$ cat src/rtl/solid_box_scanner_pkg.sv
// Shared constants, types and pixel-to-tile helpers for the solid-map
// collision query engine and its tile walkers.
package solid_box_scanner_pkg;

  localparam int MAP_LOG2   = 7;
  localparam int TILE_SHIFT = 3;
  localparam int COORD_W    = 16;
  localparam int SIZE_W     = 8;

  typedef struct packed {
    logic [MAP_LOG2-1:0] x;
    logic [MAP_LOG2-1:0] y;
  } tile_coord;

  // 16.16 fixed-point hitbox; requesters pass the integer parts (x[31:16] etc.)
  typedef struct packed {
    logic signed [31:0] x;
    logic signed [31:0] y;
    logic        [31:0] w;
    logic        [31:0] h;
  } box;

  typedef enum logic [2:0] {
    ST_IDLE,
    ST_SETUP,
    ST_SCAN,
    ST_DRAIN,
    ST_DONE
  } scan_state_e;

  // Wide form so that x+w-1 can be converted without overflow.
  function automatic logic [MAP_LOG2-1:0] pix_to_tile_wide(input logic signed [COORD_W:0] pix);
    logic [COORD_W:0] shifted;
    logic [MAP_LOG2-1:0] tile;
    shifted = '0;
    tile    = '0;
    if (!pix[COORD_W]) begin
      shifted = pix >> TILE_SHIFT;
      tile    = shifted[MAP_LOG2-1:0];
    end
    return tile;
  endfunction

  function automatic logic [MAP_LOG2-1:0] pix_to_tile(input logic signed [COORD_W-1:0] pix);
    return pix_to_tile_wide({pix[COORD_W-1], pix});
  endfunction

endpackage

$ cat src/rtl/solid_box_scanner_tile_range_iter.sv
// Raster walker over a tile rectangle: x inner, y outer, both wrapping
// modulo the map size so boxes straddling the map edge are walked correctly.
module tile_range_iter
  import solid_box_scanner_pkg::*;
(
  input  logic      clk_i,
  input  logic      rst_ni,
  input  logic      start_i,
  input  tile_coord first_i,
  input  tile_coord last_i,
  input  logic      advance_i,
  output tile_coord cur_o,
  output logic      done_o
);

  tile_coord cur_q, cur_d;
  tile_coord first_q, first_d;
  tile_coord last_q, last_d;

  always_comb begin
    cur_d   = cur_q;
    first_d = first_q;
    last_d  = last_q;
    if (start_i) begin
      cur_d   = first_i;
      first_d = first_i;
      last_d  = last_i;
    end else if (advance_i) begin
      if (cur_q.x == last_q.x) begin
        cur_d.x = first_q.x;
        cur_d.y = MAP_LOG2'(cur_q.y + 1'b1);
      end else begin
        cur_d.x = MAP_LOG2'(cur_q.x + 1'b1);
      end
    end
  end

  always_ff @(posedge clk_i or negedge rst_ni) begin
    if (!rst_ni) begin
      cur_q   <= '0;
      first_q <= '0;
      last_q  <= '0;
    end else begin
      cur_q   <= cur_d;
      first_q <= first_d;
      last_q  <= last_d;
    end
  end

  assign cur_o  = cur_q;
  assign done_o = (cur_q == last_q);

endmodule

$ cat src/rtl/solid_box_scanner.sv
// Sequential hitbox-vs-solid-map query: one map read per cycle in raster
// order, exiting early on the first solid tile.
module solid_box_scanner
  import solid_box_scanner_pkg::*;
(
  input  logic                       clk,
  input  logic                       rst_n,
  input  logic                       req_valid,
  output logic                       req_ready,
  input  logic signed [COORD_W-1:0]  req_x,
  input  logic signed [COORD_W-1:0]  req_y,
  input  logic        [SIZE_W-1:0]   req_w,
  input  logic        [SIZE_W-1:0]   req_h,
  output logic                       map_rd_en,
  output logic        [MAP_LOG2-1:0] map_tx,
  output logic        [MAP_LOG2-1:0] map_ty,
  input  logic                       map_rd_data,
  output logic                       resp_valid,
  input  logic                       resp_ready,
  output logic                       resp_hit,
  output logic        [MAP_LOG2-1:0] resp_tx,
  output logic        [MAP_LOG2-1:0] resp_ty
);

  scan_state_e state_q, state_d;

  logic signed [COORD_W-1:0] boxX_q, boxX_d, boxY_q, boxY_d;
  logic        [SIZE_W-1:0]  boxW_q, boxW_d, boxH_q, boxH_d;
  logic                      respHit_q, respHit_d;
  tile_coord                 respTile_q, respTile_d;
  logic                      pending_q;
  tile_coord                 prevTile_q;

  logic signed [COORD_W:0] endX, endY;
  tile_coord firstTile, lastTile, curTile;
  logic accept, hitSeen, zeroSize;
  logic iterStart, iterAdvance, iterDone;

  assign accept   = (state_q == ST_IDLE) && req_valid;
  assign zeroSize = (req_w == '0) || (req_h == '0);
  // map_rd_data only belongs to us when a read was issued the cycle before
  assign hitSeen  = pending_q && map_rd_data;

  always_comb begin
    endX = $signed({boxX_q[COORD_W-1], boxX_q})
         + $signed({{(COORD_W+1-SIZE_W){1'b0}}, boxW_q}) - 17'sd1;
    endY = $signed({boxY_q[COORD_W-1], boxY_q})
         + $signed({{(COORD_W+1-SIZE_W){1'b0}}, boxH_q}) - 17'sd1;
    firstTile.x = pix_to_tile(boxX_q);
    firstTile.y = pix_to_tile(boxY_q);
    lastTile.x  = pix_to_tile_wide(endX);
    lastTile.y  = pix_to_tile_wide(endY);
  end

  tile_range_iter u_iter (
    .clk_i     (clk),
    .rst_ni    (rst_n),
    .start_i   (iterStart),
    .first_i   (firstTile),
    .last_i    (lastTile),
    .advance_i (iterAdvance),
    .cur_o     (curTile),
    .done_o    (iterDone)
  );

  always_ff @(posedge clk or negedge rst_n) begin
    if (!rst_n) begin
      state_q <= ST_IDLE;
    end else begin
      state_q <= state_d;
    end
  end

  always_comb begin
    state_d = state_q;
    case (state_q)
      ST_IDLE: begin
        if (req_valid) begin
          state_d = zeroSize ? ST_DONE : ST_SETUP;
        end
      end
      ST_SETUP: state_d = ST_SCAN;
      ST_SCAN: begin
        if (hitSeen) begin
          state_d = ST_DONE;
        end else if (iterDone) begin
          state_d = ST_DRAIN;
        end
      end
      ST_DRAIN: state_d = ST_DONE;
      ST_DONE: begin
        if (resp_ready) begin
          state_d = ST_IDLE;
        end
      end
      default: state_d = ST_IDLE;
    endcase
  end

  // The read issued in the cycle a hit is seen is simply ignored.
  always_comb begin
    req_ready   = (state_q == ST_IDLE);
    map_rd_en   = (state_q == ST_SCAN);
    resp_valid  = (state_q == ST_DONE);
    iterStart   = (state_q == ST_SETUP);
    iterAdvance = (state_q == ST_SCAN) && !hitSeen && !iterDone;
  end

  always_comb begin
    boxX_d     = boxX_q;
    boxY_d     = boxY_q;
    boxW_d     = boxW_q;
    boxH_d     = boxH_q;
    respHit_d  = respHit_q;
    respTile_d = respTile_q;
    if (accept) begin
      boxX_d     = req_x;
      boxY_d     = req_y;
      boxW_d     = req_w;
      boxH_d     = req_h;
      respHit_d  = 1'b0;
      respTile_d = '0;
    end else if (((state_q == ST_SCAN) || (state_q == ST_DRAIN)) && hitSeen) begin
      respHit_d  = 1'b1;
      respTile_d = prevTile_q;
    end
  end

  always_ff @(posedge clk or negedge rst_n) begin
    if (!rst_n) begin
      boxX_q     <= '0;
      boxY_q     <= '0;
      boxW_q     <= '0;
      boxH_q     <= '0;
      respHit_q  <= 1'b0;
      respTile_q <= '0;
      pending_q  <= 1'b0;
      prevTile_q <= '0;
    end else begin
      boxX_q     <= boxX_d;
      boxY_q     <= boxY_d;
      boxW_q     <= boxW_d;
      boxH_q     <= boxH_d;
      respHit_q  <= respHit_d;
      respTile_q <= respTile_d;
      pending_q  <= map_rd_en;
      prevTile_q <= curTile;
    end
  end

  assign map_tx   = curTile.x;
  assign map_ty   = curTile.y;
  assign resp_hit = respHit_q;
  assign resp_tx  = respTile_q.x;
  assign resp_ty  = respTile_q.y;

endmodule

$ cat config.mk
export PLATFORM = sky130hd
export DESIGN_NAME = solid_box_scanner
export DESIGN_NICKNAME = d
export VERILOG_FILES = /design/src/rtl/solid_box_scanner_pkg.sv /design/src/rtl/solid_box_scanner_tile_range_iter.sv /design/src/rtl/solid_box_scanner.sv
export SDC_FILE = /design/constraint.sdc
export NUM_CORES = 1
export LEC_CHECK = 0
export CORE_MARGIN = 10
export CORE_UTILIZATION = 54
export DETAILED_ROUTE_END_ITERATION = 12
export PLACE_DENSITY = 0.9
export SETUP_SLACK_MARGIN = 0.2
export SLEW_MARGIN = 20
export SYNTH_ARGS = -nofsm -noshare
export SYNTH_HDL_FRONTEND = slang
export SYNTH_SLANG_ARGS = --single-unit
$ cat constraint.sdc
create_clock -name clk -period 3.7 [get_ports clk]
set_clock_uncertainty 0.05 [all_clocks]
set_input_delay 0.555 -clock clk [delete_from_list [all_inputs] [get_ports clk]]
set_output_delay 0.555 -clock clk [all_outputs]
set_load 0.02 [all_outputs]
==> impl_metrics.tcl, run 1 <==
set metrics [dict create \
    outcome "finished, final reports clean" \
    wl_mm 14.8 \
    grt_max_degree 73 \
    numClockSinks 116 \
    post-route-period-util 0.709 \
    cts_made_buffers 17 \
    setup_viol 0 \
    postLayoutCellArea_mm2 0.00773 \
    synthFlopType "dfrtp_1" \
    power_density_mw_per_mm2 1050 \
    num_vias 4924 \
    path_max_fanout 3 \
    die_x_um 126 \
    switchingPower_uw 3290 \
    final_max_slew_viol_count 0 \
    rsz0062_at_grt "false" \
    num_io_pins 85 \
    synth_area_leaders "dfrtp_1, ha_1, nand2_1" \
    ctsResizeCount 0 \
    coreArea_mm2 0.0110 \
    max_slew_margin 0.389 \
    first_pass_iters 5 \
    seq_power_share 0.262 \
    areaGrowthSynthToFinish_pct 26.3 \
    place_congestion 0.880 \
    syn_avg_cell_area_um2 9.60 \
    crit_start "boxY_q[3]$_DFFE_PN0P_" \
    synth_seq_area_share 0.474 \
    synth_area_mm2 0.00612 \
    hold_buffers 0 \
    post_cts_buffers 0 \
    die_area_mm2 0.0160 \
    combPwrFrac 0.508 \
    start_kind "flip-flop" \
    fin_setup_tns_ns 0 \
    fp-row-count 38 \
    maxCapViolCount 0 \
    cp.arrival_ns 2.87 \
    placed_area_mm2 0.00705 \
    place_inst 840 \
    worstSkewPairLatency_ns 0.42 \
    p_int_uw 4820 \
    drc 0 \
    dpl.hpwl_mm 10.6 \
    die_height_um 126 \
    antenna_cells 0 \
    start_util 0.557 \
    drive_gt1_frac 0.0738 \
    max_freq_ghz 0.381 \
    vdd_drop_max_mv 0.546 \
    synthCells 637 \
    synth-edff-count 0 \
    cp-endpoint "u_iter.last_q[4]$_DFFE_PN0P_" \
    via_per_inst 5.65 \
    syn_nets 734 \
    tightestPinTransition_ns 0.916 \
    track_usage 0.184 \
    grt_pass1_vias 5180 \
    reg2regPathDepth 10 \
    fin_cells 872 \
    cp-end-kind "flip-flop" \
    drt_first_iter_violations 261 \
    yosysTopAreaCell "dfrtp_1" \
    port_buffers 84 \
    synth_cell_types 60 \
    post-route-util 0.703 \
    post_drt_wl_per_cell_um 17.0 \
    synth_top_area_share 0.474 \
    antenna_found_initial 0 \
    nNetsFinal 816 \
    cts_tree "done" \
    synthArstFlopShare 1.00 \
    r2r-end "u_iter.last_q[4]$_DFFE_PN0P_" \
    leakagePower_uw 0.00363 \
    cts_max_level 4 \
    ant_nets 0 \
    netSwitchingFraction 0.405 \
    grt_pass1_wl_mm 24.5 \
    cp.required_ns 3.94 \
    hold_viol 0 \
    grt.overflow.total 0 \
    r2r_start "boxY_q[3]$_DFFE_PN0P_" \
    ys_warn_count 0 \
    ys_seq_elements 116 \
    r2r_setup_slack_ns 1.08 \
    critPathKind "reg -> reg" \
    clkPwrFrac 0.230 \
    clk_pin_slew_worst_paths_ns 0.05 \
    hp-class "in -> async" \
    cts-root-buf "clkbuf_16" \
    cts_buffer_depth 2 \
    finalCriticalPeriod_ns 2.62 \
]
flip-flops by register name, summed over array words and instances, names as in the netlist:
signal / count
boxX_q: 16
boxY_q: 16
prevTile_q: 14
u_iter.cur_o: 14
u_iter.last_q: 14
boxH_q: 8
boxW_q: 8
resp_tx: 7
resp_ty: 7
u_iter.first_q: 7
state_q: 3
pending_q: 1
resp_hit: 1
kinds of logic (layout without fill, tap and decap cells):
logic type	after synthesis	count (layout)	synth area share
compound gates	158	158	0.175
xor+xnor	23	23	0.0329
fa+ha+maj	44	44	0.0900
buf+inv	98	193	0.0656
flops	116	116	0.474
mux	8	8	0.0143
simple gates	190	190	0.147
critical path, stage by stage, from the launching register on:
cell and delay (ns):
dfrtp_1 0.35, inv_1 0.07, ha_1 0.28, inv_1 0.04, ha_1 0.33, o21ai_0 0.23, nor2b_1 0.23, nor3b_1 0.11
o21a_1 0.21, or3_1 0.32, a32o_1 0.27
synthesized netlist by cell type, drive strengths merged, types with 2 or more instances:
cell	number
mux2i	2
a31oi	3
and3	8
nand2	104
nand2b	2
o221a	2
inv	72
or4	2
a32oi	2
o21bai	4
mux2	6
nand4	2
a221o	3
nor3b	3
buf	12
o31a	3
a22o	13
xor2	13
a21oi	23
clkbuf	14
a32o	5
xnor2	10
a41o	2
nor4	5
nor2b	8
or2	3
nor2	31
or3	5
a21o	5
a2111oi	3
and4	3
nand4b	2
and2	2
a211oi	6
o21ai	71
nand3	5
nor3	4
ha	44
dfrtp	116
o21a	5
layout make-up:
type	instances	area (um2)
flip-flops and latches	116	2900
multi-input cells	423	2820
fillers	782	3260
repair buffers	89	888
clock buffers	22	474
inverters	72	270
clock inverters	10	200
well taps	140	175
routing by layer:
metal  up-vias  GRT usage  routed length, um
li1       2360          -                  -
met1      2369      0.207               6240
met2       167      0.316               7360
met3        28     0.0600                913
met4         0     0.0723                269
met5         -          0                  0
through the flow:
step	worst slack, ns	hold slack (ns)	total power, uW
detailed placement	0.898	0.390	6100
global route	0.961	0.308	8710
finish	1.08	0.227	8110
CTS	1.08	0.258	8110
floorplan	1.34	0.209	5090
global placement	1.03	0.381	5840
layout by cell type (no fill, tap or decap), drive strengths merged, types with 6 or more instances in the layout:
cell	synthesis	routed
a211oi	6	6
a21oi	23	23
a22o	13	13
and3	8	8
buf	12	6
bufinv	0	6
clkbuf	14	22
clkdlybuf4s50	0	83
dfrtp	116	116
ha	44	44
inv	72	72
mux2	6	6
nand2	104	104
nor2	31	31
nor2b	8	8
o21ai	71	71
xnor2	10	10
xor2	13	13
worst min-delay path by stage:
stage	from	end	slack, ns	depth (start not counted)
2_1_floorplan	rst_n	boxH_q[0]$_DFFE_PN0P_	0.21	0
3_3_place_gp	prevTile_q[3]$_DFF_PN0_	resp_ty[3]$_DFFE_PN0P_	0.38	2
3_5_place_dp	prevTile_q[0]$_DFF_PN0_	resp_ty[0]$_DFFE_PN0P_	0.39	2
4_1_cts	rst_n	boxY_q[13]$_DFFE_PN0P_	0.26	1
5_1_grt	rst_n	boxY_q[11]$_DFFE_PN0P_	0.31	1
6_report	rst_n	boxY_q[13]$_DFFE_PN0P_	0.23	1
power groups by stage:
stage          logic [uW]  clock network, uW  registers [uW]
3_3_place_gp         3740                  0            2090
3_5_place_dp         3970                  0            2130
4_1_cts              4120               1880            2120
5_1_grt              4590               1950            2180
6_report             4120               1870            2120
2_1_floorplan        2980                  0            2110
Power figures use the tool's default switching activity.
==> run 2, diff against run 1 <==
Settings changed: CORE_UTILIZATION 54 to 50, PLACE_DENSITY 0.9 to 0.88.
Clock period 3.7 ns to 2.4 ns, I/O delays scaled along.
==> impl_metrics.tcl, run 2 (synthesis gave the netlist of run 1 again) <==
set metrics [dict create \
    hp-class "reg -> reg" \
    post_drt_wl_per_cell_um 18.2 \
    combPwrFrac 0.582 \
    final_max_slew_viol_count 0 \
    drt_first_iter_violations 574 \
    max_freq_ghz 0.402 \
    tightestPinTransition_ns 0.617 \
    grt.overflow.total 0 \
    drive_gt1_frac 0.180 \
    cpMaxStageDelayCell "a2111oi_4" \
    drc 0 \
    start_kind "flip-flop" \
    grt_max_degree 51 \
    first_pass_iters 5 \
    outcome "complete, but fails checks" \
    finalCriticalPeriod_ns 2.49 \
    postLayoutCellArea_mm2 0.00822 \
    cts_buffer_depth 2 \
    clk_pin_slew_worst_paths_ns 0.05 \
    setup_viol 7 \
    cts-root-buf "clkbuf_16" \
    port_buffers 84 \
    path_max_fanout 3 \
    fp-row-count 40 \
    critPathMostFrequentCell "ha_4" \
    nNetsFinal 857 \
    cp.required_ns 2.66 \
    cts_max_level 4 \
    path_cells "inv_2, ha_4, inv_4, ha_4, nor2b_4, a2111oi_4, nor3b_2, o21a_1, or3_1, a32o_1" \
    post-route-util 0.685 \
    wl_mm 16.7 \
    seq_power_share 0.224 \
    clkPwrFrac 0.193 \
    rsz0062_at_grt "true" \
    top_regs "boxX_q: 16 flops, boxY_q: 16 flops" \
    dpl.hpwl_mm 11.2 \
    final_common_cell "dfrtp_1" \
    post-route-period-util 1.04 \
    placed_area_mm2 0.00726 \
    pre_cts_ws_ns -0.0893 \
    via_per_inst 5.77 \
    final_cell_mix "dfrtp_1, nand2_1, clkdlybuf4s50_1" \
    antenna_found_initial 0 \
    crit_family "compound AO/OA/AOI/OAI gates" \
    p_int_uw 8430 \
    areaGrowthSynthToFinish_pct 34.4 \
    cts_tree "done" \
    max_slew_margin 0.588 \
    switchingPower_uw 5990 \
    num_io_pins 85 \
    antenna_cells 0 \
    violations "setup timing" \
    num_vias 5305 \
    maxCapViolCount 0 \
    hold_viol 0 \
    fin_ws_ns -0.0884 \
    die_height_um 131 \
    cp-end-kind "flip-flop" \
    power_density_mw_per_mm2 1750 \
    die_area_mm2 0.0171 \
    place_congestion 0.902 \
    critPathMaxStageDelay_ns 0.39 \
    start_util 0.509 \
    grt_pass1_vias 5436 \
    worstSkewPairLatency_ns 0.42 \
    numClockSinks 116 \
    vdd_drop_max_mv 1.01 \
    cp.arrival_ns 2.75 \
    grt_pass1_wl_mm 26.8 \
    coreArea_mm2 0.0120 \
    track_usage 0.199 \
    netSwitchingFraction 0.416 \
    critPathBufInv 2 \
    leakagePower_uw 0.00386 \
    ant_nets 0 \
    critPathKind "reg -> reg" \
    cts_made_buffers 17 \
    die_x_um 131 \
]
==> run 2: timing repair <==
item	CTS	global route
buffers inserted	6	13
hold endpoints to repair	44	0
hold buffers	1	0
setup endpoints to repair	16	23
gates resized for setup	30	20
pin swaps	15	22
==> run 2: final timing paths <==
path,startpoint,end,slack (ns),cells after the start
setup reg to reg,boxY_q[2]$_DFFE_PN0P_,u_iter.last_q[4]$_DFFE_PN0P_,-0.09,10
min in group asynchronous,rst_n,resp_tx[5]$_DFFE_PN0P_,0.45,2
hold reg to reg,prevTile_q[4]$_DFF_PN0_,resp_ty[4]$_DFFE_PN0P_,0.39,2
max in group asynchronous,rst_n,state_q[2]$_DFFE_PN0P_,1.13,3
hold / removal,prevTile_q[4]$_DFF_PN0_,resp_ty[4]$_DFFE_PN0P_,0.39,2
setup / recovery,boxY_q[2]$_DFFE_PN0P_,u_iter.last_q[4]$_DFFE_PN0P_,-0.09,10
==> run 2: routing by layer <==
layer  track usage  part of all wire  vias to the layer above  wire length [um]
li1              -                 -                     2438                 -
met1         0.230              0.41                     2587              6820
met2         0.324              0.49                      226              8260
met3        0.0560             0.068                       54              1150
met4         0.114             0.031                        0               520
met5             0                 0                        -                 0
==> run 2: power by group through the flow <==
stage,combinational [uW],clock [uW],sequential (uW)
final,8400,2790,3240
after global routing,9130,2870,3320
after CTS,7530,2780,3220
after detailed placement,6700,0,3230
after global placement,6240,0,3190
after floorplan,4740,0,3260
==> run 2: per-stage QoR <==
step                std cells  total power [uW]  hold WS (ns)  setup TNS, ns
CTS                       907             13500         0.395         -0.162
floorplan                 637              7990        0.0144              0
finish                    920             14400         0.392         -0.262
global placement          868              9430         0.356              0
global route              920             15300         0.426          -1.00
detailed placement        868              9930         0.364         -0.188
==> run 2: cell type report <==
type,count,area (um2)
clock buffers,22,464
clock inverters,10,178
fillers,823,3790
inverters,72,273
multi-input cells,423,3020
flip-flops and latches,116,2910
well taps,147,184
repair buffers,130,1200
==> run 2: worst register-to-register path, delay by kind of cell, from the launching register on <==
kind	cells	cell delay, ns
adder cells (fa/ha/maj)	2	0.47
flip-flops	1	0.34
AND/OR/NAND/NOR	3	0.60
AO/OA/AOI/OAI	3	0.83
buffers and inverters	2	0.08
==> run 3, diff against run 2 <==
Settings changed: CORE_UTILIZATION 50 to 54, PLACE_DENSITY 0.88 to 0.9.
Clock period 2.4 ns to 2.7 ns, I/O delays scaled along.
==> impl_metrics.tcl, run 3 (synthesis gave the netlist of run 1 again) <==
set metrics [dict create \
    cp.required_ns 2.95 \
    reg2regPathDepth 10 \
    place_congestion 0.889 \
    post_drt_wl_per_cell_um 20.1 \
    num_vias 5355 \
    die_area_mm2 0.0160 \
    post-route-period-util 0.935 \
    numClockSinks 116 \
    coreArea_mm2 0.0110 \
    die_height_um 126 \
    grt_pass1_vias 5581 \
    tightestPinTransition_ns 0.837 \
    cp-end-kind "flip-flop" \
    fin_ws_ns 0.175 \
    r2r-end "u_iter.last_q[11]$_DFFE_PN0P_" \
    cts_buffer_depth 2 \
    cts_tree "done" \
    final_max_slew_viol_count 0 \
    power_density_mw_per_mm2 1590 \
    antenna_cells 0 \
    drt_first_iter_violations 516 \
    outcome "finished, final reports clean" \
    max_slew_margin 0.442 \
    fin_setup_tns_ns 0 \
    nNetsFinal 833 \
    areaGrowthSynthToFinish_pct 31.1 \
    maxCapViolCount 0 \
    vdd_drop_max_mv 0.756 \
    top_regs "boxX_q: 16 flops, boxY_q: 16 flops" \
    dpl.hpwl_mm 11.0 \
    setup_viol 0 \
    hold_buffers 0 \
    start_kind "flip-flop" \
    nFillCells 684 \
    worstSkewPairLatency_ns 0.42 \
    ant_nets 0 \
    cts_max_level 4 \
    r2r_setup_slack_ns 0.17 \
    rsz0062_at_grt "true" \
    hold_viol 0 \
    port_buffers 84 \
    start_util 0.557 \
    final_cell_mix "dfrtp_1, nand2_1, clkdlybuf4s50_1" \
    first_pass_iters 6 \
    track_usage 0.211 \
    cts_made_buffers 17 \
    finalCriticalPeriod_ns 2.53 \
    r2r_start "boxW_q[2]$_DFFE_PN0P_" \
    hp-class "in -> async" \
    die_x_um 126 \
    final_common_cell "dfrtp_1" \
    wl_mm 17.9 \
    cp.arrival_ns 2.78 \
    grt.overflow.total 0 \
    drive_gt1_frac 0.140 \
    via_per_inst 6.02 \
    cts-root-buf "clkbuf_16" \
    pre_cts_ws_ns 0.150 \
    path_max_fanout 3 \
    leakagePower_uw 0.00373 \
    clk_pin_slew_worst_paths_ns 0.06 \
    drc 0 \
    num_io_pins 85 \
    max_freq_ghz 0.396 \
    grt_pass1_wl_mm 27.6 \
    grt_max_degree 66 \
    critPathKind "reg -> reg" \
    antenna_found_initial 0 \
    fp-row-count 38 \
]
==> run 3: area by class of cell <==
class	instances	area, um2	area share
clock buffer	20	457	0.0569
timing repair buffer	106	1030	0.129
multi-input combinational	423	2980	0.371
sequential	116	2900	0.362
tap	140	175	0.0218
clock inverter	12	203	0.0253
inverter	72	273	0.0340
==> run 3: worst max path at each step <==
stage | startpoint | endpoint | slack [ns] | cells past startpoint
after floorplan | boxX_q[2]$_DFFE_PN0P_ | u_iter.last_q[11]$_DFFE_PN0P_ | 0.34 | 10
after global routing | boxX_q[6]$_DFFE_PN0P_ | u_iter.last_q[11]$_DFFE_PN0P_ | 0.11 | 10
after global placement | boxX_q[2]$_DFFE_PN0P_ | u_iter.last_q[11]$_DFFE_PN0P_ | 0.29 | 10
after CTS | boxH_q[2]$_DFFE_PN0P_ | u_iter.last_q[4]$_DFFE_PN0P_ | 0.16 | 10
after detailed placement | map_rd_data | u_iter.cur_o[7]$_DFFE_PN0P_ | 0.15 | 7
final | boxW_q[2]$_DFFE_PN0P_ | u_iter.last_q[11]$_DFFE_PN0P_ | 0.17 | 10
==> run 3: what timing repair did <==
action | in CTS | in global routing
setup buffers | 6 | 6
setup endpoints to repair | 12 | 14
pin swaps | 14 | 13
gates resized for setup | 21 | 22
==> run 3: per-stage QoR <==
| step | instances | hold slack (ns) | instance area (um2) | total power [uW] | util |
|---|---|---|---|---|---|
| global route | 889 | 0.104 | 8020 | 13400 | 0.730 |
| CTS | 883 | 0.0664 | 7880 | 11700 | 0.718 |
| detailed placement | 845 | 0.386 | 7090 | 8500 | 0.645 |
| floorplan | 637 | 0.0594 | 6120 | 6970 | - |
| finish | 889 | 0.0278 | 8020 | 12700 | 0.730 |
| global placement | 845 | 0.381 | 7090 | 8080 | 0.645 |
==> run 3: critical path, cell delays in order (launching register included) <==
cell	delay, ns
dfrtp_1	0.38
inv_2	0.08
ha_4	0.20
inv_2	0.06
ha_4	0.19
nor2b_4	0.14
a2111oi_4	0.40
nor3b_2	0.10
o21a_1	0.21
or3_1	0.36
a32o_2	0.25
==> run 3: power by group <==
| part | switching [uW] | total (uW) | internal, uW |
|---|---|---|---|
| Sequential | 542 | 2950 | 2410 |
| Combinational | 4080 | 7260 | 3190 |
| Clock | 843 | 2530 | 1690 |
| Total | 5460 | 12700 | 7280 |
==> run 3: per-layer routing <==
| layer | track usage | vias to the layer above | part of all wire |
|---|---|---|---|
| met5 | 0 | - | 0 |
| met4 | 0.113 | 0 | 0.036 |
| met3 | 0.0604 | 63 | 0.068 |
| met2 | 0.357 | 268 | 0.51 |
| met1 | 0.236 | 2637 | 0.39 |
| li1 | - | 2387 | - |
==> edit: new RTL, flow settings as in run 2 <==
Change the package constant `SIZE_W` from 8 to 16.
--- a/src/rtl/solid_box_scanner_pkg.sv
+++ b/src/rtl/solid_box_scanner_pkg.sv
@@ -5,7 +5,7 @@
   localparam int MAP_LOG2   = 7;
   localparam int TILE_SHIFT = 3;
   localparam int COORD_W    = 16;
-  localparam int SIZE_W     = 8;
+  localparam int SIZE_W     = 16;
 
   typedef struct packed {
     logic [MAP_LOG2-1:0] x;
Ports: changed (resized req_h and req_w); port bits go from 85 to 101. The function was not compared with the original's and may differ.
==> edit against run 2 <==
  * The run still ends with negative setup slack left
  * Non-clock buffer count rose by 22
  * Maximum frequency shrank 2.5%
  * Sequential cell count is 16 higher
  * Setup slack worse by 0.065 ns
  * Synthesized cell count is 22% higher
  * Die area is 13% higher
  * Wire length rose by 35%
  * Core utilization rose by 2.3 points
  * Area after synthesis grew 15%
  * Cell area increased by 19%
  * Critical path type unchanged
  * Largest cell class unchanged
Power is left out: the tool's default activity adds up to more than one toggle a clock period on the data nets, which glitch-free logic cannot reach.
==> edit: results (changes against run 2) <==
stage,metric,value,unit,change
finish,fraction_of_layout_instances_using_a_drive_strength_above_1,0.203,,was 0.180
finish,clock_area_frac,0.0633,,was 0.0780
synthesis,ys_top_cells_by_area,"dfrtp_1 (47%), ha_1 (11%), nand2_1 (8.0%), inv_1 (6.5%), o21ai_0 (6.2%)",,"was dfrtp_1 (47%), ha_1 (9.0%), nand2_1 (6.4%), inv_1 (4.4%), o21ai_0 (4.4%)"
routing,wl_met3,2.11,mm,was 1.15 mm
placement,numPortBuffers,100,,was 84
critical_path,cpMaxStageDelayCell,dfrtp_1,,was a2111oi_4
status,outcome,finished with violations,,unchanged
routing,drt_first_iter_violations,767,,was 574
grt,groute.usage.overall,0.209,,was 0.199
grt,grt.met3_usage,0.0651,,was 0.0560
finish,inverters_excl_clock,124,,was 72
placement,post-dp-hpwl,12.6,mm,was 11.2 mm
grt,grt_max_degree,96,,was 51
finish,design.final.nets,1051,,was 857
routing,routed.top_layer,met4,,unchanged
clock_network,cts_num_sinks,132,,was 116
grt,grt_util_met2,0.345,,was 0.324
critical_path,crit-reg2reg-capture,u_iter.last_q[3]$_DFFE_PN0P_,,was u_iter.last_q[4]$_DFFE_PN0P_
finish,sequential_cell_area,3300,um^2,was 2910 um^2
routing,via_count_of_the_routed_design,6571,,"was 5,305"
synthesis,avgSynthCellArea,9.07,um^2,was 9.60 um^2
status,failed_checks,negative setup slack,,unchanged
critical_path,r2r.worst_path.cells,11,,was 10
placement,gp_congestion,0.832,,was 0.902
finish,comb.multi_input.count,495,,was 423
routing,met2_wirelength,10.8,mm,was 8.26 mm
routing,post_drt_wl_per_cell,20.4,um,was 18.2 um
finish,layout.non_clock_buffers,152,,was 130
critical_path,capturing_instance_or_port_of_the_critical_path,u_iter.last_q[3]$_DFFE_PN0P_,,was u_iter.last_q[4]$_DFFE_PN0P_
finish,fill_cells,870,,was 823
finish,post_layout_instance_area,9780,um^2,was 8220 um^2
synthesis,synth.lib_cells_used.distinct,52,,was 60
finish,layout.buffer.nonclock.area_share,0.147,,was 0.146
grt,met1_resource_use_gr,0.240,,was 0.230
routing,route.layer.met1.wl,8.47,mm,was 6.82 mm
placement,post_dp_cell_area,8360,um^2,was 7260 um^2
sta,endpoints_failing_setup,11,,was 7
routing,detail_route.wirelength,22.7,mm,was 16.7 mm
finish,n_clock_buffer,21,,was 22
finish,area_taken_by_multi_input_logic_gates,3720,um^2,was 3020 um^2
placement,dpl_worst_slack,-0.0421,ns,was -0.0893 ns
sta,setup_slack,-0.153,ns,was -0.0884 ns
synthesis,number_of_nets_produced_by_synthesis,907,,was 734
synthesis,ys_top_cells_by_count,"nand2_1 (151), dfrtp_1 (132), inv_1 (123)",,"was dfrtp_1 (116), nand2_1 (104), inv_1 (72)"
critical_path,critical_path_arrival,2.80,ns,was 2.75 ns
sta,timing.max_slew.rel_slack,0.442,,was 0.588
sta,fin_setup_tns,-0.712,ns,was -0.262 ns
floorplan,n_tap_cell,180,,was 147
## edit: cell count changes after synthesis, moves of 15 or more
cell	run 2	this run
nand3_1	5	22
dfrtp_1	116	132
inv_1	72	123
nand2_1	104	151
o21ai_0	54	88
ha_1	44	60
o31ai_1	0	15
## edit: worst min-delay path: stages, from the launching register on
cell     delay (ns)
dfrtp_1        0.32
nand2_1        0.04
o21ai_0        0.06
## edit: kinds of logic (layout without fill, tap and decap cells)
family | count (synthesis) | count (layout) | synth area share
buf+inv | 151 | 308 | 0.0820
flops | 132 | 132 | 0.468
fa+ha+maj | 60 | 60 | 0.106
compound gates | 158 | 158 | 0.136
mux | 7 | 7 | 0.0110
xor+xnor | 37 | 37 | 0.0481
simple gates | 233 | 233 | 0.148
## edit: worst min path at each step
stage                            startpoint                      to  slack [ns]  cells after the start
CTS                 prevTile_q[9]$_DFF_PN0_  resp_tx[2]$_DFFE_PN0P_        0.40                      2
floorplan                             rst_n   boxH_q[0]$_DFFE_PN0P_        0.01                      0
global placement                      rst_n  boxX_q[12]$_DFFE_PN0P_        0.38                      1
detailed placement                    rst_n  boxX_q[12]$_DFFE_PN0P_        0.38                      1
finish              prevTile_q[9]$_DFF_PN0_  resp_tx[2]$_DFFE_PN0P_        0.40                      2
global route        prevTile_q[6]$_DFF_PN0_  resp_ty[6]$_DFFE_PN0P_        0.42                      2
## edit: repair_timing
| action | CTS | global route |
|---|---|---|
| buffers inserted | 25 | 12 |
| pin swaps | 42 | 26 |
| hold buffers | 1 | 0 |
| endpoints found under the setup margin | 18 | 23 |
| endpoints found under the hold margin | 44 | 0 |
| gates resized for setup | 67 | 36 |
